<file path="config.mk">
export PLATFORM = sky130hd
export DESIGN_NAME = score_arbiter
export DESIGN_NICKNAME = d
export VERILOG_FILES = /design/src/rtl/scoreboard_pkg.sv /design/src/rtl/bcd_step.sv /design/src/rtl/score_arbiter.sv
export SDC_FILE = /design/constraint.sdc
export NUM_CORES = 1
export LEC_CHECK = 0
export CORE_MARGIN = 5
export CORE_UTILIZATION = 45
export CTS_BUF_LIST = sky130_fd_sc_hd__clkbuf_4 sky130_fd_sc_hd__clkbuf_8
export CTS_CLUSTER_DIAMETER = 120
export DETAILED_ROUTE_END_ITERATION = 10
export PLACE_DENSITY = 0.68
export SLEW_MARGIN = 40
export SYNTH_ARGS = -nofsm -noshare
export SYNTH_HDL_FRONTEND = slang
export SYNTH_HIERARCHICAL = 1
export SYNTH_SLANG_ARGS = --single-unit
</file>
<file path="constraint.sdc">
create_clock -name clk_1khz -period 2.9 [get_ports clk_1khz]
set_input_delay 0.29 -clock clk_1khz [delete_from_list [all_inputs] [get_ports clk_1khz]]
set_output_delay 0.29 -clock clk_1khz [all_outputs]
set_load 0.1 [all_outputs]
</file>
<file path="src/rtl/scoreboard_pkg.sv">
// rtl/scoreboard_pkg.sv - shared scoreboard types and constants
package scoreboard_pkg;

    typedef enum logic [1:0] {
        IDLE      = 2'd0,
        UPDATE    = 2'd1,
        CHECK     = 2'd2,
        GAME_OVER = 2'd3
    } state_t;

    typedef enum logic {
        PL_P1 = 1'b0,
        PL_P2 = 1'b1
    } player_t;

    localparam logic [1:0] WIN_NONE = 2'b00;
    localparam logic [1:0] WIN_P1   = 2'b01;
    localparam logic [1:0] WIN_P2   = 2'b10;

    // Display sequencer glyph codes beyond the decimal digits
    localparam logic [3:0] DIGIT_OFF = 4'd10;
    localparam logic [3:0] DIGIT_P   = 4'd11;

endpackage

</file>
<file path="src/rtl/bcd_step.sv">
// rtl/bcd_step.sv - saturating 2-digit BCD increment/decrement
module bcd_step (
    input  logic [3:0] tens,
    input  logic [3:0] ones,
    input  logic       dir,
    output logic [3:0] next_tens,
    output logic [3:0] next_ones
);

    // dir=1 counts up, dir=0 counts down; 99 and 00 hold at the rails
    always_comb begin
        next_tens = tens;
        next_ones = ones;
        if (dir) begin
            if (ones != 4'd9) begin
                next_ones = ones + 4'd1;
            end else if (tens != 4'd9) begin
                next_ones = 4'd0;
                next_tens = tens + 4'd1;
            end
        end else begin
            if (ones != 4'd0) begin
                next_ones = ones - 4'd1;
            end else if (tens != 4'd0) begin
                next_ones = 4'd9;
                next_tens = tens - 4'd1;
            end
        end
    end

endmodule

</file>
<file path="src/rtl/score_arbiter.sv">
// rtl/score_arbiter.sv - button-driven BCD scores with round-robin shared update unit
module score_arbiter
    import scoreboard_pkg::*;
#(
    parameter logic [3:0] WIN_TENS = 4'd2,
    parameter logic [3:0] WIN_ONES = 4'd1
) (
    input  logic       clk_1khz,
    input  logic       rst_ni,
    input  logic       p1_inc_i,
    input  logic       p1_dec_i,
    input  logic       p2_inc_i,
    input  logic       p2_dec_i,
    input  logic       clear_i,
    output logic [3:0] p1_tens_o,
    output logic [3:0] p1_ones_o,
    output logic [3:0] p2_tens_o,
    output logic [3:0] p2_ones_o,
    output logic [1:0] winner_o,
    output logic       game_over_o
);

    logic [4:0]       btn;
    logic [4:0]       btn_prev;
    logic [4:0]       ev;
    logic [1:0]       ev_inc;
    logic [1:0]       ev_dec;
    logic             clear_ev;
    state_t           state;
    player_t          grant;
    player_t          last_grant;
    player_t          pick;
    logic             step_up;
    logic [1:0]       inc_pend;
    logic [1:0]       dec_pend;
    logic [1:0]       req;
    logic [1:0]       served;
    logic [1:0]       inc_pend_n;
    logic [1:0]       dec_pend_n;
    logic [1:0]       both;
    logic [1:0][3:0]  tens_q;
    logic [1:0][3:0]  ones_q;
    logic [3:0]       next_tens;
    logic [3:0]       next_ones;
    logic             win_hit;

    assign btn      = {clear_i, p2_dec_i, p2_inc_i, p1_dec_i, p1_inc_i};
    assign ev       = btn & ~btn_prev;
    assign ev_inc   = {ev[2], ev[0]};
    assign ev_dec   = {ev[3], ev[1]};
    assign clear_ev = ev[4];
    assign req      = inc_pend | dec_pend;
    assign win_hit  = (tens_q[grant] == WIN_TENS) && (ones_q[grant] == WIN_ONES);

    // Single shared arithmetic unit; operands follow the latched grant
    bcd_step u_step (
        .tens      (tens_q[grant]),
        .ones      (ones_q[grant]),
        .dir       (step_up),
        .next_tens (next_tens),
        .next_ones (next_ones)
    );

    // Round-robin: a lone requester wins, a tie goes to whoever was not served last
    always_comb begin
        pick = PL_P1;
        if (req[0] && req[1]) begin
            pick = (last_grant == PL_P1) ? PL_P2 : PL_P1;
        end else if (req[1]) begin
            pick = PL_P2;
        end
    end

    // Next pending bits: service clears, presses set, an inc/dec pair cancels
    always_comb begin
        served = 2'b00;
        if (state == UPDATE) begin
            served = (grant == PL_P2) ? 2'b10 : 2'b01;
        end
        inc_pend_n = (inc_pend & ~served) | ev_inc;
        dec_pend_n = (dec_pend & ~served) | ev_dec;
        both       = inc_pend_n & dec_pend_n;
        inc_pend_n = inc_pend_n & ~both;
        dec_pend_n = dec_pend_n & ~both;
        if (state == GAME_OVER || (state == CHECK && win_hit)) begin
            inc_pend_n = 2'b00;
            dec_pend_n = 2'b00;
        end
    end

    // Previous button levels for rising-edge detection
    always_ff @(posedge clk_1khz or negedge rst_ni) begin
        if (!rst_ni) begin
            btn_prev <= 5'd0;
        end else begin
            btn_prev <= btn;
        end
    end

    // Control FSM with score, pending and result registers; clear edge overrides all
    always_ff @(posedge clk_1khz or negedge rst_ni) begin
        if (!rst_ni) begin
            state       <= IDLE;
            grant       <= PL_P1;
            last_grant  <= PL_P2;
            step_up     <= 1'b0;
            inc_pend    <= 2'b00;
            dec_pend    <= 2'b00;
            tens_q      <= '0;
            ones_q      <= '0;
            winner_o    <= WIN_NONE;
            game_over_o <= 1'b0;
        end else if (clear_ev) begin
            state       <= IDLE;
            last_grant  <= PL_P2;
            inc_pend    <= 2'b00;
            dec_pend    <= 2'b00;
            tens_q      <= '0;
            ones_q      <= '0;
            winner_o    <= WIN_NONE;
            game_over_o <= 1'b0;
        end else begin
            inc_pend <= inc_pend_n;
            dec_pend <= dec_pend_n;
            case (state)
                IDLE: begin
                    if (|req) begin
                        grant   <= pick;
                        step_up <= inc_pend[pick];
                        state   <= UPDATE;
                    end
                end
                UPDATE: begin
                    tens_q[grant] <= next_tens;
                    ones_q[grant] <= next_ones;
                    last_grant    <= grant;
                    state         <= CHECK;
                end
                CHECK: begin
                    if (win_hit) begin
                        winner_o    <= (grant == PL_P2) ? WIN_P2 : WIN_P1;
                        game_over_o <= 1'b1;
                        state       <= GAME_OVER;
                    end else begin
                        state <= IDLE;
                    end
                end
                GAME_OVER: state <= GAME_OVER;
                default:   state <= IDLE;
            endcase
        end
    end

    assign p1_tens_o = tens_q[0];
    assign p1_ones_o = ones_q[0];
    assign p2_tens_o = tens_q[1];
    assign p2_ones_o = ones_q[1];

endmodule

</file>
==> results of run 1 <==
==> power groups by stage <==
| stage | logic (mW) | registers (mW) | clock network (mW) |
|---|---|---|---|
| after floorplan | 0.706 | 1.04 | 0 |
| after global placement | 1.28 | 0.711 | 0 |
| after detailed placement | 1.28 | 0.713 | 0 |
| after CTS | 1.29 | 0.705 | 0.358 |
| after global routing | 1.40 | 0.729 | 0.379 |
| final | 1.29 | 0.708 | 0.348 |
==> layout make-up <==
type	instances	area, µm²	share of cell area
Timing Repair Buffer	26	210.2	0.09205
Multi-Input combinational cell	160	1072	0.4696
Inverter	6	22.52	0.009863
Tap cell	52	65.06	0.02849
Clock inverter	2	10.01	0.004384
Clock buffer	6	76.32	0.03342
Sequential cell	33	827.0	0.3622
==> flip-flops by register name (all words and copies together) (netlist names) <==
signal and count:
p2_tens_o 4, last_grant 1, grant 1, winner_o 2, state 2, inc_pend 2
p1_ones_o 4, step_up 1, p2_ones_o 4, btn_prev 5, dec_pend 2, p1_tens_o 4
game_over_o 1
==> cell usage in the layout, fill, tap and decap left out, types with 3 or more instances in the layout <==
cell type and instances:
dfrtp_1 32, nand2_1 31, a21oi_1 20, buf_4 20, nor2_1 14, mux2_2 9
mux2i_1 9, inv_1 6, nor2b_1 6, clkdlybuf4s50_1 6, ha_1 6, nor3b_1 5
o21ai_0 5, clkbuf_8 5, nand3_1 5, nor4b_1 4, nand2b_1 4, o211ai_1 4
o31ai_1 3
==> worst max-delay path by stage <==
stage / start / end / slack (ps) / cells after the start
after floorplan: p2_ones_o[0] / p2_ones_o[1] / 330 / 8
after global placement: grant / p1_ones_o[1] / 420 / 9
after detailed placement: grant / p2_ones_o[0] / 370 / 8
after CTS: grant / p2_ones_o[0] / 360 / 8
after global routing: grant / p2_tens_o[2] / 150 / 9
final: grant / p2_ones_o[0] / 360 / 8
==> Yosys cell counts (2+ instances only) <==
master     count
nor2b_1        6
nor4b_1        4
o211ai_1       4
o21ai_0        5
or3_1          2
mux2_2         9
nor3b_1        5
o31ai_1        3
a21oi_1       20
nor3_1         2
xnor2_1        2
nand3_1        5
inv_1          6
nand2_1       31
nor4_1         2
mux2i_1        9
o21ai_1        2
dfrtp_1       32
buf_6          2
a2111oi_0      2
nor2_1        14
ha_1           6
nand2b_1       4
o21ba_2        2
a211oi_1       2
clkbuf_1       5
==> cell families after synthesis <==
kind of cell	after synthesis	share of synthesized area
AND/OR/NAND/NOR	87	0.2430
AO/OA/AOI/OAI	46	0.1453
flip-flops	33	0.4194
multiplexers	19	0.1085
buffers and inverters	15	0.03680
adder cells (fa/ha/maj)	6	0.03807
XOR/XNOR	2	0.008885
==> critical path, stage by stage, from the launching register on <==
cell and delay, ps:
dfrtp_1 620, mux2_2 440, inv_1 110, ha_1 190, nor3b_4 330, nand2_1 80
mux4_2 460, mux2i_1 140, nor2_1 50
==> metrics by stage <==
step | total power [mW] | util | hold WS [ps] | cells | cell area [µm²]
finish | 2.342 | 0.5318 | 397.2 | 285 | 2283
global route | 2.509 | 0.5318 | 451.2 | 285 | 2283
CTS | 2.351 | 0.5318 | 412.1 | 285 | 2283
detailed placement | 1.998 | 0.5117 | 476.6 | 277 | 2197
global placement | 1.989 | 0.5117 | 467.1 | 277 | 2197
floorplan | 1.746 | - | -5.591 | 208 | 1972
==> metal layers <==
| layer | wire [µm] | up-vias | global-route usage |
|---|---|---|---|
| li1 | - | 789 | - |
| met1 | 2099 | 774 | 0.2225 |
| met2 | 2063 | 42 | 0.2594 |
| met3 | 277 | 6 | 0.05083 |
| met4 | 62 | 0 | 0.05769 |
| met5 | 0 | - | 0 |
==> results.py, run 1 <==
metrics = {
    "drt": {
        "first_pass_iters": 4,
        "num_vias": 1611,
        "drt_iter0_markers": 90,
        "wirelength_um": 4502,
        "wire_per_inst_um": 15.80,
        "viasPerCell": 5.653,
        "ant_nets": 0,
        "drc": 0,
    },
    "synth": {
        "ys_types": 48,
        "synth_area_mm2": 0.001972,
        "yosysSeqAreaShare": 0.4194,
        "synth_top_cell_by_area": "dfrtp_1",
        "syn-num-nets": 221,
        "synth_top_area_share": 0.4061,
        "synth_warnings": 6,
        "synth.avg_cell_area_um2": 9.480,
        "synthFlopType": "dfrtp_1",
        "synth-seq-cells": 33,
        "syn_inst": 208,
        "synth_area_leaders": "dfrtp_1 41%, nand2_1 5.9%, mux2_2 5.1%",
        "synthArstFlopShare": 1.000,
        "synth-edff-count": 0,
    },
    "sta": {
        "setup_tns_ps": 0,
        "setup_viol": 0,
        "worst_slew_pin_slew_ps": 658.0,
        "slew_headroom": 0.5597,
        "rsz0062_at_grt": "no",
        "maxSlewViolCount": 0,
        "hold_viol_final": 0,
        "fin_crit_sh": 0.8765,
        "skew_ps": 3.517,
        "fmax_mhz": 393.4,
        "fin_ws_ps": 358.0,
        "period_needed_ps": 2542,
    },
    "power_and_ir_drop": {
        "power_density_mw_per_mm2": 1026,
        "peakVddDrop_v": 0.0004727,
        "pwr-share-comb": 0.549,
        "cellInternalPower_mw": 1.163,
        "power.clock.fraction": 0.149,
        "power.leakage_nw": 1.077,
        "power.share.switching": 0.5033,
        "power_frac_seq": 0.302,
        "switching_power_mw": 1.179,
    },
    "setup_path": {
        "crit_path_start_kind": "flop",
        "path_class": "flop to flop",
        "r2r_cells": 8,
        "reg2reg_slack_ps": 360,
        "critPathMaxFanout": 13,
        "cp-end-kind": "flop",
        "crit_required_ps": 3060,
        "r2r-start": "grant",
        "reg2reg_to": "p2_ones_o[0]",
        "arrival_ps": 2700,
    },
    "hold_path": {
        "hold_path_class": "input pin to asynchronous set/reset pin",
    },
    "cts": {
        "clockBufferDepth": 2,
        "postCtsHoldBufs": 0,
        "numCtsBuffers": 5,
        "cts_setup_buffers": 0,
        "clock_latency_ps": 290,
        "clkTransAtPathRegs_ps": 70,
        "clock-root-buffer": "clkbuf_8",
        "cts_sinks": 33,
        "cts_tree": "yes",
        "htree_levels": 2,
        "cts.repair.resized": 0,
    },
    "place": {
        "dp_slack_ps": 367.1,
        "dpl.hpwl_um": 3245,
        "place.gp.congestion": 0.9075,
        "io_buffers": 25,
    },
    "final_layout": {
        "syn_to_final_growth_pct": 15.80,
        "drive_gt1_frac": 0.1974,
        "nets": 245,
        "fill_cells": 405,
        "diodes": 0,
    },
    "floorplan": {
        "coreArea_mm2": 0.004294,
        "io_pins": 26,
        "die_area_mm2": 0.005806,
        "rows": 24,
        "die_w_um": 76.20,
        "die_y_um": 76.20,
        "start_util": 0.4592,
    },
    "grt": {
        "antenna_found_initial": 0,
        "grt_pass1_wl_um": 7969,
        "grt_use_total": 0.1677,
        "grt_pass1_vias": 1622,
        "gr-total-overflow": 0,
        "grt_start_max_net_pins": 34,
    },
    "run_status": {
        "status": "finished, final reports clean",
    },
    "job": {
        "drv_cap": 0,
    },
}
No activity file was read; power rests on OpenSTA's default activity.
==> inputs of run 2 (changes only) <==
Settings changed: RECOVER_POWER set to 100.
==> results.py, run 2 (synthesis gave the netlist of run 1 again) <==
metrics = {
    "run_status": {
        "status": "finished with violations",
        "violations": "max-capacitance violations, max-slew violations",
    },
    "setup_path": {
        "arrival_ps": 2720,
        "r2r-start": "grant",
        "critPathMaxFanout": 13,
        "crit_path_start_kind": "flop",
        "crit_chain": "mux2_1, inv_1, ha_1, nor3b_4, nand2_1, a211oi_1, a21oi_1, mux2i_1, nor2_1",
        "cpPeakStageDelay_ps": 620,
        "cp-end-kind": "flop",
        "startpoint": "grant",
        "crit_slowest_cell": "dfrtp_1",
        "r2r_cells": 9,
        "path_class": "flop to flop",
        "crit_required_ps": 3040,
    },
    "final_layout": {
        "diodes": 0,
        "fill_cells": 437,
        "mostFrequentLayoutCell": "dfrtp_1",
        "mostFrequentLayoutCells": "32 x dfrtp_1, 31 x nand2_1, 20 x a21oi_1, 20 x clkbuf_1, 14 x nor2_1",
        "nets": 245,
        "largest_reg_flops": 5,
        "multi_input_area_mm2": 0.001064,
        "area.sequential_um2": 827.0,
        "top_register": "btn_prev",
        "drive_gt1_frac": 0.09013,
        "syn_to_final_growth_pct": 11.55,
    },
    "hold_path": {
        "hold_path_class": "flop to flop",
        "hold_depth": 2,
        "min_from": "game_over_o",
    },
    "place": {
        "place.gp.congestion": 0.9075,
        "io_buffers": 25,
        "dpl.hpwl_um": 3245,
    },
    "drt": {
        "viasPerCell": 5.737,
        "first_pass_iters": 4,
        "drc": 0,
        "wirelength_um": 4482,
        "wire_per_inst_um": 15.73,
        "ant_nets": 0,
        "num_vias": 1635,
        "drt_iter0_markers": 87,
    },
    "floorplan": {
        "die_y_um": 76.20,
        "io_pins": 26,
        "start_util": 0.4592,
        "rows": 24,
        "die_w_um": 76.20,
        "die_area_mm2": 0.005806,
        "coreArea_mm2": 0.004294,
    },
    "cts": {
        "cts.repair.resized": 0,
        "clkTransAtPathRegs_ps": 70,
        "postCtsHoldBufs": 0,
        "clock_latency_ps": 290,
        "cts_sinks": 33,
        "cts_setup_buffers": 0,
        "numCtsBuffers": 5,
        "cts_tree": "yes",
        "clock-root-buffer": "clkbuf_8",
        "clockBufferDepth": 2,
        "htree_levels": 2,
    },
    "sta": {
        "fmax_mhz": 387.0,
        "maxSlewViolCount": 34,
        "slew_headroom": -0.1593,
        "setup_tns_ps": 0,
        "setup_viol": 0,
        "worst_slew_pin_slew_ps": 1739,
        "hold_viol_final": 0,
        "skew_ps": 1.890,
        "period_needed_ps": 2584,
        "fin_crit_sh": 0.8911,
        "rsz0062_at_grt": "no",
        "hold_ws_ps": 482.5,
    },
    "grt": {
        "grt_pass1_wl_um": 7969,
        "grt_start_max_net_pins": 34,
        "grt_use_total": 0.1677,
        "grt_pass1_vias": 1622,
        "gr-total-overflow": 0,
        "antenna_found_initial": 0,
    },
    "power_and_ir_drop": {
        "power_mw": 2.290,
        "power_density_mw_per_mm2": 1041,
        "peakVddDrop_v": 0.0004483,
        "power.leakage_nw": 0.9902,
    },
    "job": {
        "drv_cap": 1,
    },
}
-- run 2: worst paths after layout --
path,end,slack [ps]
max reg2reg,p2_tens_o[2],320
max,p2_tens_o[2],320
min reg2reg,game_over_o,480
max in group asynchronous,p2_tens_o[1],900
min in group asynchronous,game_over_o,990
min,game_over_o,480
-- run 2: metal layers --
layer / up-vias / share of wire / global-route usage
met5: - / 0 / 0
met4: 0 / 0.014 / 0.05769
met3: 6 / 0.078 / 0.05083
met2: 53 / 0.46 / 0.2594
met1: 789 / 0.45 / 0.2225
li1: 787 / - / -
-- run 2: area by class of cell --
class,count,share of cell area
clock buffers,6,0.03470
clock inverters,2,0.004551
inverters,6,0.01024
multi-input cells,160,0.4835
flip-flops and latches,33,0.3760
well taps,52,0.02958
repair buffers,26,0.06143
-- run 2: worst max-delay path, delay by kind of cell, from the launching register on --
kind            cells  cell delay, ps
fa+ha+maj           1             190
simple gates        3             480
compound gates      2             430
buf+inv             1             120
mux                 2             600
flops               1             620
-- run 2: power breakdown --
part	leakage (nW)	switching, mW	internal (mW)
combinational	0.508	0.867	0.370
clock	0.0484	0.172	0.176
sequential	0.433	0.141	0.565
total	0.990	1.18	1.11
-- run 2: per-stage QoR --
stage | cell area, µm² | setup slack, ps | cells | utilization
2_1_floorplan | 1972 | 328.7 | 208 | -
3_3_place_gp | 2197 | 415.6 | 277 | 0.5117
3_5_place_dp | 2197 | 367.1 | 277 | 0.5117
4_1_cts | 2283 | 356.7 | 285 | 0.5318
5_1_grt | 2200 | 102.5 | 285 | 0.5122
6_report | 2200 | 315.8 | 285 | 0.5122
==> inputs of run 3 (changes only) <==
Settings changed: SETUP_SLACK_MARGIN set to 0.2.
==> results.py, run 3 (synthesis gave the netlist of run 1 again) <==
metrics = {
    "run_status": {
        "status": "finished with violations",
        "violations": "max-capacitance violations, max-slew violations",
    },
    "final_layout": {
        "final_util": 0.5117,
        "drive_gt1_frac": 0.1030,
        "mostFrequentLayoutCells": "31 x nand2_1, 31 x dfrtp_1, 20 x a21oi_1, 20 x clkbuf_1, 14 x nor2_1",
        "top_register": "btn_prev",
        "diodes": 0,
        "final_cell_area_mm2": 0.002197,
        "syn_to_final_growth_pct": 11.42,
        "nets": 245,
        "largest_reg_flops": 5,
    },
    "drt": {
        "viasPerCell": 5.677,
        "drt_iter0_markers": 93,
        "routed.top_layer": "met4",
        "dr_wl_met2_um": 2089,
        "dr_wl_met3_um": 281,
        "ant_nets": 0,
        "wl_met1_um": 2055,
        "drc": 0,
        "wire_per_inst_um": 15.75,
        "first_pass_iters": 4,
        "num_vias": 1618,
        "wirelength_um": 4488,
    },
    "floorplan": {
        "rows": 24,
        "die_area_mm2": 0.005806,
        "io_pins": 26,
        "die_w_um": 76.20,
        "die_y_um": 76.20,
        "start_util": 0.4592,
        "coreArea_mm2": 0.004294,
    },
    "sta": {
        "skew_ps": 5.392,
        "fin_ws_ps": 377.3,
        "maxSlewViolCount": 34,
        "setup_viol": 0,
        "slew_headroom": -0.1613,
        "rsz0062_at_grt": "no",
        "fin_crit_sh": 0.8699,
        "setup_tns_ps": 0,
        "hold_viol_final": 0,
        "worst_slew_pin_slew_ps": 1742,
        "fmax_mhz": 396.4,
        "period_needed_ps": 2523,
    },
    "grt": {
        "grt_pass1_vias": 1622,
        "grt_start_max_net_pins": 34,
        "gr-total-overflow": 0,
        "antenna_found_initial": 0,
        "grt_use_total": 0.1677,
        "grt_pass1_wl_um": 7969,
    },
    "setup_path": {
        "r2r_cells": 8,
        "cpPeakStageDelay_ps": 520,
        "crit_chain": "mux2_2, inv_1, ha_1, nor3b_2, nand2_1, mux4_2, mux2i_1, nor2_1",
        "path_class": "flop to flop",
        "cp-end-kind": "flop",
        "crit_path_start_kind": "flop",
        "critPathMaxFanout": 13,
        "crit_slowest_cell": "dfrtp_2",
        "crit_required_ps": 3040,
        "arrival_ps": 2670,
    },
    "place": {
        "dp_slack_ps": 367.1,
        "dpl.hpwl_um": 3245,
        "postPlaceCellArea_mm2": 0.002197,
        "place.gp.congestion": 0.9075,
        "io_buffers": 25,
    },
    "power_and_ir_drop": {
        "power_density_mw_per_mm2": 1036,
        "power.leakage_nw": 0.9873,
        "peakVddDrop_v": 0.0004485,
    },
    "hold_path": {
        "hold_path_class": "flop to flop",
        "hold_depth": 2,
    },
    "cts": {
        "clock_latency_ps": 290,
        "htree_levels": 2,
        "cts.repair.resized": 0,
        "clockBufferDepth": 2,
        "clock-root-buffer": "clkbuf_8",
        "clkTransAtPathRegs_ps": 70,
        "cts_tree": "yes",
        "numCtsBuffers": 5,
        "cts_sinks": 33,
        "postCtsHoldBufs": 0,
        "cts_setup_buffers": 0,
    },
    "job": {
        "drv_cap": 1,
    },
}
-- run 3: routing by layer --
| metal | global-route usage | up-vias |
|---|---|---|
| met3 | 0.05083 | 4 |
| li1 | - | 788 |
| met4 | 0.05769 | 0 |
| met2 | 0.2594 | 39 |
| met1 | 0.2225 | 787 |
| met5 | 0 | - |
-- run 3: layout make-up --
type / instances / area (µm²)
fillers: 439 / 2097
clock inverters: 2 / 10.01
clock buffers: 6 / 76.32
repair buffers: 26 / 135.1
flip-flops and latches: 33 / 828.3
multi-input cells: 160 / 1060
well taps: 52 / 65.06
inverters: 6 / 22.52
-- run 3: worst paths after layout --
path,start,to,slack [ps]
worst min-delay path,game_over_o,game_over_o,480
worst max register to register,grant,p2_ones_o[0],380
min in group asynchronous,rst_ni,game_over_o,990
max in group asynchronous,rst_ni,grant,780
worst max-delay path,grant,p2_ones_o[0],380
worst min register to register,game_over_o,game_over_o,480
-- run 3: power breakdown --
group	switching, mW	total, mW	internal, mW
sequential	0.141	0.707	0.566
clock	0.173	0.349	0.176
combinational	0.860	1.22	0.360
total	1.17	2.28	1.10
-- run 3: through the flow --
stage | power, mW | instances | hold WS, ps
floorplan | 1.746 | 208 | -5.591
global placement | 1.989 | 277 | 467.1
detailed placement | 1.998 | 277 | 476.6
CTS | 2.351 | 285 | 412.1
global route | 2.442 | 285 | 558.6
finish | 2.276 | 285 | 482.2
-- run 3: critical path, delay by kind of cell (launching register included) --
family | cells | cell delay (ps)
adder cells (fa/ha/maj) | 1 | 180
multiplexers | 3 | 1030
AND/OR/NAND/NOR | 3 | 540
buffers and inverters | 1 | 110
flip-flops | 1 | 520
==> variant 1, RTL diff (settings of run 2) <==
Add an input register stage for `p1_inc_i`, `p1_dec_i`, `p2_inc_i`, `p2_dec_i` and `clear_i`, with the module's reset; this delays them by one clock.
--- a/src/rtl/score_arbiter.sv
+++ b/src/rtl/score_arbiter.sv
@@ -20,4 +20,26 @@
     output logic       game_over_o
 );
+
+    logic p1_inc_q;
+    logic p1_dec_q;
+    logic p2_inc_q;
+    logic p2_dec_q;
+    logic clear_q;
+
+    always_ff @(posedge clk_1khz or negedge rst_ni) begin
+        if (!rst_ni) begin
+            p1_inc_q <= '0;
+            p1_dec_q <= '0;
+            p2_inc_q <= '0;
+            p2_dec_q <= '0;
+            clear_q  <= '0;
+        end else begin
+            p1_inc_q <= p1_inc_i;
+            p1_dec_q <= p1_dec_i;
+            p2_inc_q <= p2_inc_i;
+            p2_dec_q <= p2_dec_i;
+            clear_q  <= clear_i;
+        end
+    end
 
     logic [4:0]       btn;
@@ -45,5 +67,5 @@
     logic             win_hit;
 
-    assign btn      = {clear_i, p2_dec_i, p2_inc_i, p1_dec_i, p1_inc_i};
+    assign btn      = {clear_q, p2_dec_q, p2_inc_q, p1_dec_q, p1_inc_q};
     assign ev       = btn & ~btn_prev;
     assign ev_inc   = {ev[2], ev[0]};
Function: changed (Yosys sat finds a counterexample within 4 cycles, from zero or initial values and one cycle with rst_ni low).
==> variant 1 against run 2 <==
- the run still ends with max-capacitance violations, max-slew violations left
- routed wire length fell by 0.80%
- sequential cell count rose by 5
- maximum frequency fell by 1.4%
- total power fell by 3.6%
- sequential share of layout area rose by 3.2 points
- worst setup slack got worse by 0.036 ns
- worst hold slack got worse by 0.11 ns
- final area rose by 6.0%
- synthesized area rose by 6.3%
- critical path type unchanged
- largest cell class unchanged
- highest routed layer unchanged
==> variant 1: results (changes against run 2) <==
status finished with violations; failing checks max-capacitance violations, max-slew violations; clk_skew 0.00766 ns (+0.00577 ns); dpl hpwl 3.23 mm (-0.56%); initial antenna violation count 0 (unchanged); Initial Util 47.2% (+1.3 points); Net Sw Frac 48.1% (-3.4 points); first-pass GRT wire length 7.39 mm (-7.3%); CTS clk-pin slew, worst paths 0.07 ns (about the same); via count 1606 (-1.8%); dpl ws 0.348 ns (-0.0192 ns); Final Max Slew Viols 64 (+88%); GPL Wtd Cong 0.831 (-8.5%); Nets 250 (+2.0%); Synthesized Nets 226 (+2.3%); R2R Setup Slk 0.28 ns (-0.04 ns); Setup crit end p1_ones_o[1]; global-route met3 utilization 4.00% (-1.1 points); ant diodes 0 (unchanged); yosys warns 6 (unchanged); crit path max-delay cell type dfrtp_1; drt wl/cell 15.3 microns (-2.5%); number of global-route vias before repair 1547 (-4.6%); routing usage on met2 23.7% (-2.2 points); Achievable Freq 0.382 GHz (-1.4%); top post-synthesis cells by count 37 x dfrtp_1, 31 x nand2_1, 20 x a21oi_1, 14 x nor2_1; total track usage 15.1% (-1.7 points); post-CTS sizing 0 (unchanged); share of layout cells above drive strength 1 8.82% (-0.19 points); 1st-iter DRT viols 105 (+21%); largest net degree at the start of global routing 39 (+15%); critical path arrival 2.82 ns (+0.10 ns); Pleak 1.05 nW (+5.6%); Slew headroom -34.2% (-18 points); top cells by area, synth dfrtp_1 44%, nand2_1 5.5%, mux2_2 4.8%, a21oi_1 4.8%, mux2i_1 4.3%; CTS H-tree depth 2 (unchanged); met1 GRT Util 20.6% (-1.7 points); main flop type after synthesis dfrtp_1; MaxCap Viol Count 2 (+1); Peak supply drop 0.482 mV (+7.6%); max incr delay on CP 0.64 ns (+0.02 ns); WHS Path Cells 0 (-2); Seq/Total Area, Yosys 45.4% (+3.5 points)
-- variant 1: cell count changes after synthesis, sizes merged --
cell / before / now
dfrtp: 32 / 37
-- variant 1: critical path, delay by kind of cell (launching register included) --
kind | cells | cell delay, ns
and+or+nand+nor | 4 | 0.77
DFF | 1 | 0.64
muxes | 1 | 0.44
AOI/OAI and AO/OA | 2 | 0.38
adders and majority gates | 1 | 0.21
buffers and inverters | 1 | 0.10
-- variant 1: per-stage QoR --
step | hold slack (ns) | util, % | instances | power (W) | instance area, sq um
after floorplan | -0.00559 | - | 213 | 0.00167 | 2100
after global placement | 0.352 | 52.0 | 281 | 0.00187 | 2310
after detailed placement | 0.284 | 52.0 | 281 | 0.00188 | 2310
after CTS | 0.375 | 54.4 | 290 | 0.00227 | 2420
after global routing | 0.387 | 52.4 | 290 | 0.00235 | 2330
final | 0.370 | 52.4 | 290 | 0.00221 | 2330
-- variant 1: power by group through the flow --
stage | Sequential [W] | Combinational (W) | Clock [W]
global route | 0.000780 | 0.00116 | 0.000414
detailed placement | 0.000769 | 0.00112 | 0
global placement | 0.000766 | 0.00110 | 0
CTS | 0.000760 | 0.00112 | 0.000392
floorplan | 0.00104 | 0.000628 | 0
finish | 0.000760 | 0.00107 | 0.000375
-- variant 1: timing repair --
item / in CTS / in global routing
hold endpoints to repair: 37 / 0
buffers inserted: 0 / 0
hold buffers: 1 / 0
-- variant 1: cell families after synthesis --
logic type | share of synthesized area (%)
buf+inv | 3.46
simple gates | 22.9
fa+ha+maj | 3.58
flops | 45.4
mux | 10.2
xor+xnor | 0.835
compound gates | 13.7
-- variant 1: cell type report --
cell class	count	area [sq um]
clock buffer	6	82.6
clock inverter	2	12.5
fill	430	2110
inverter	6	22.5
multi-input combinational	160	1060
sequential	38	952
tap	52	65.1
timing repair buffer	26	135
-- variant 1: how the worst min path moves through the flow --
stage | to | slack (ns) | startpoint
after floorplan | btn_prev[0] | -0.006 | rst_ni
after detailed placement | p1_ones_o[0] | 0.28 | rst_ni
final | btn_prev[3] | 0.37 | p2_dec_q
after CTS | btn_prev[3] | 0.38 | p2_dec_q
after global routing | btn_prev[0] | 0.39 | p1_inc_q
after global placement | btn_prev[2] | 0.35 | p2_inc_q
-- variant 1: per-layer routing --
metal,vias to the layer above,wire (microns)
li1,806,-
met5,-,0
met1,768,2190
met2,30,2030
met4,0,25
met3,2,202
==> variant 2, RTL diff (settings of run 2) <==
Made on the original files. The 4 states of `state_t` get a Gray code encoding in 2 bits.
--- a/src/rtl/scoreboard_pkg.sv
+++ b/src/rtl/scoreboard_pkg.sv
@@ -3,8 +3,8 @@
 
     typedef enum logic [1:0] {
-        IDLE      = 2'd0,
-        UPDATE    = 2'd1,
-        CHECK     = 2'd2,
-        GAME_OVER = 2'd3
+        IDLE      = 2'b00,
+        UPDATE    = 2'b01,
+        CHECK     = 2'b11,
+        GAME_OVER = 2'b10
     } state_t;
 
Formal check against the unedited RTL: no difference found for any inputs over 10 cycles, from zero or initial values and one cycle with rst_ni low; not proved beyond that.
==> variant 2 against run 2 <==
- the run still ends with max-capacitance violations, max-slew violations left
- first-iteration DRC count shrank 25%
- final area shrank 0.28%
- worst setup slack lost 0.066 ns
- cell count shrank 4.9%
- global-route usage shrank 0.40 points
- critical path depth shrank 1
- utilization shrank 0.15 points
- synthesized area shrank 1.0%
- routed wire length shrank 5.0%
- sequential share of layout area grew 0.11 points
- sequential cell count is the same
- critical path type unchanged
Power is left out: the tool's default activity adds up to more than one toggle a clock period on the data nets, which glitch-free logic cannot reach.
==> variant 2: results (changes against run 2) <==
DR WL met3 176 microns (-50%); Slew headroom -18.8% (-2.9 points); number of global-route vias before repair 1438 (-11%); routing usage on met2 25.3% (-0.66 points); share of layout cells above drive strength 1 11.0% (+1.9 points); Seq cells 33 (unchanged); vias per cell 5.52 (-3.8%); Avg Cell Area, Syn 10.2 sq um (+7.2%); fin cells 271 (-4.9%); Final Max Slew Viols 34 (unchanged); fraction of area in multi-input gates 47.5% (-0.83 points); DRT met1 WL 2.10 mm (+4.7%); Synthesized Nets 205 (-7.2%); Routed met2 length 1.93 mm (-6.5%); clkbuf count 8 (+2); Multi-In Gates 145 (-9.4%); post-synth top area share 41.0% (+0.42 points); Non-clk bufs 27 (+3.8%); Nets 231 (-5.7%); MaxCap Viol Count 1 (unchanged); clk tree area frac 4.45% (+0.52 points); dpl hpwl 3.04 mm (-6.2%); first-pass GRT wire length 7.09 mm (-11%); status finished with violations; Unique masters post-synth 50 (+4.2%); area grow syn2layout 12.4%; fill cell count 428 (-2.1%); drt wl/cell 15.7 microns (about the same); failing checks max-capacitance violations, max-slew violations; met1 GRT Util 22.4% (+0.19 points); 1st-iter DRT viols 65 (-25%); global-route met3 utilization 3.43% (-1.7 points); top post-synthesis cells by count 32 x dfrtp_1, 25 x nor2_1, 20 x mux2i_1, 14 x nand2_1, 13 x a21oi_1
==> variant 2: cell count changes after synthesis, moves of 3 or more <==
cell,before,now
a21oi_1,20,13
nor2_1,14,25
o31ai_1,3,0
mux2i_1,9,20
nor4b_1,4,7
nor3b_1,5,1
nand2b_1,4,1
nand2_1,31,14
==> variant 2: cells by family (layout without fill, tap and decap cells) <==
family	count (synthesis)	after routing	synth area share [%]
flops	33	33	42.4
fa+ha+maj	6	6	3.85
compound gates	29	29	9.87
xor+xnor	2	2	0.898
simple gates	78	78	22.9
buf+inv	14	41	3.33
mux	30	30	16.7
==> variant 2: path summary, 6_finish.rpt <==
| kind | end | slack [ns] | depth (start not counted) |
|---|---|---|---|
| max reg2reg | p1_ones_o[0] | 0.25 | 8 |
| min | game_over_o | 0.50 | 2 |
| max in group asynchronous | p2_ones_o[3] | 0.84 | 2 |
| min reg2reg | game_over_o | 0.50 | 2 |
| max | p1_ones_o[0] | 0.25 | 8 |
| min in group asynchronous | p1_tens_o[2] | 1.02 | 2 |
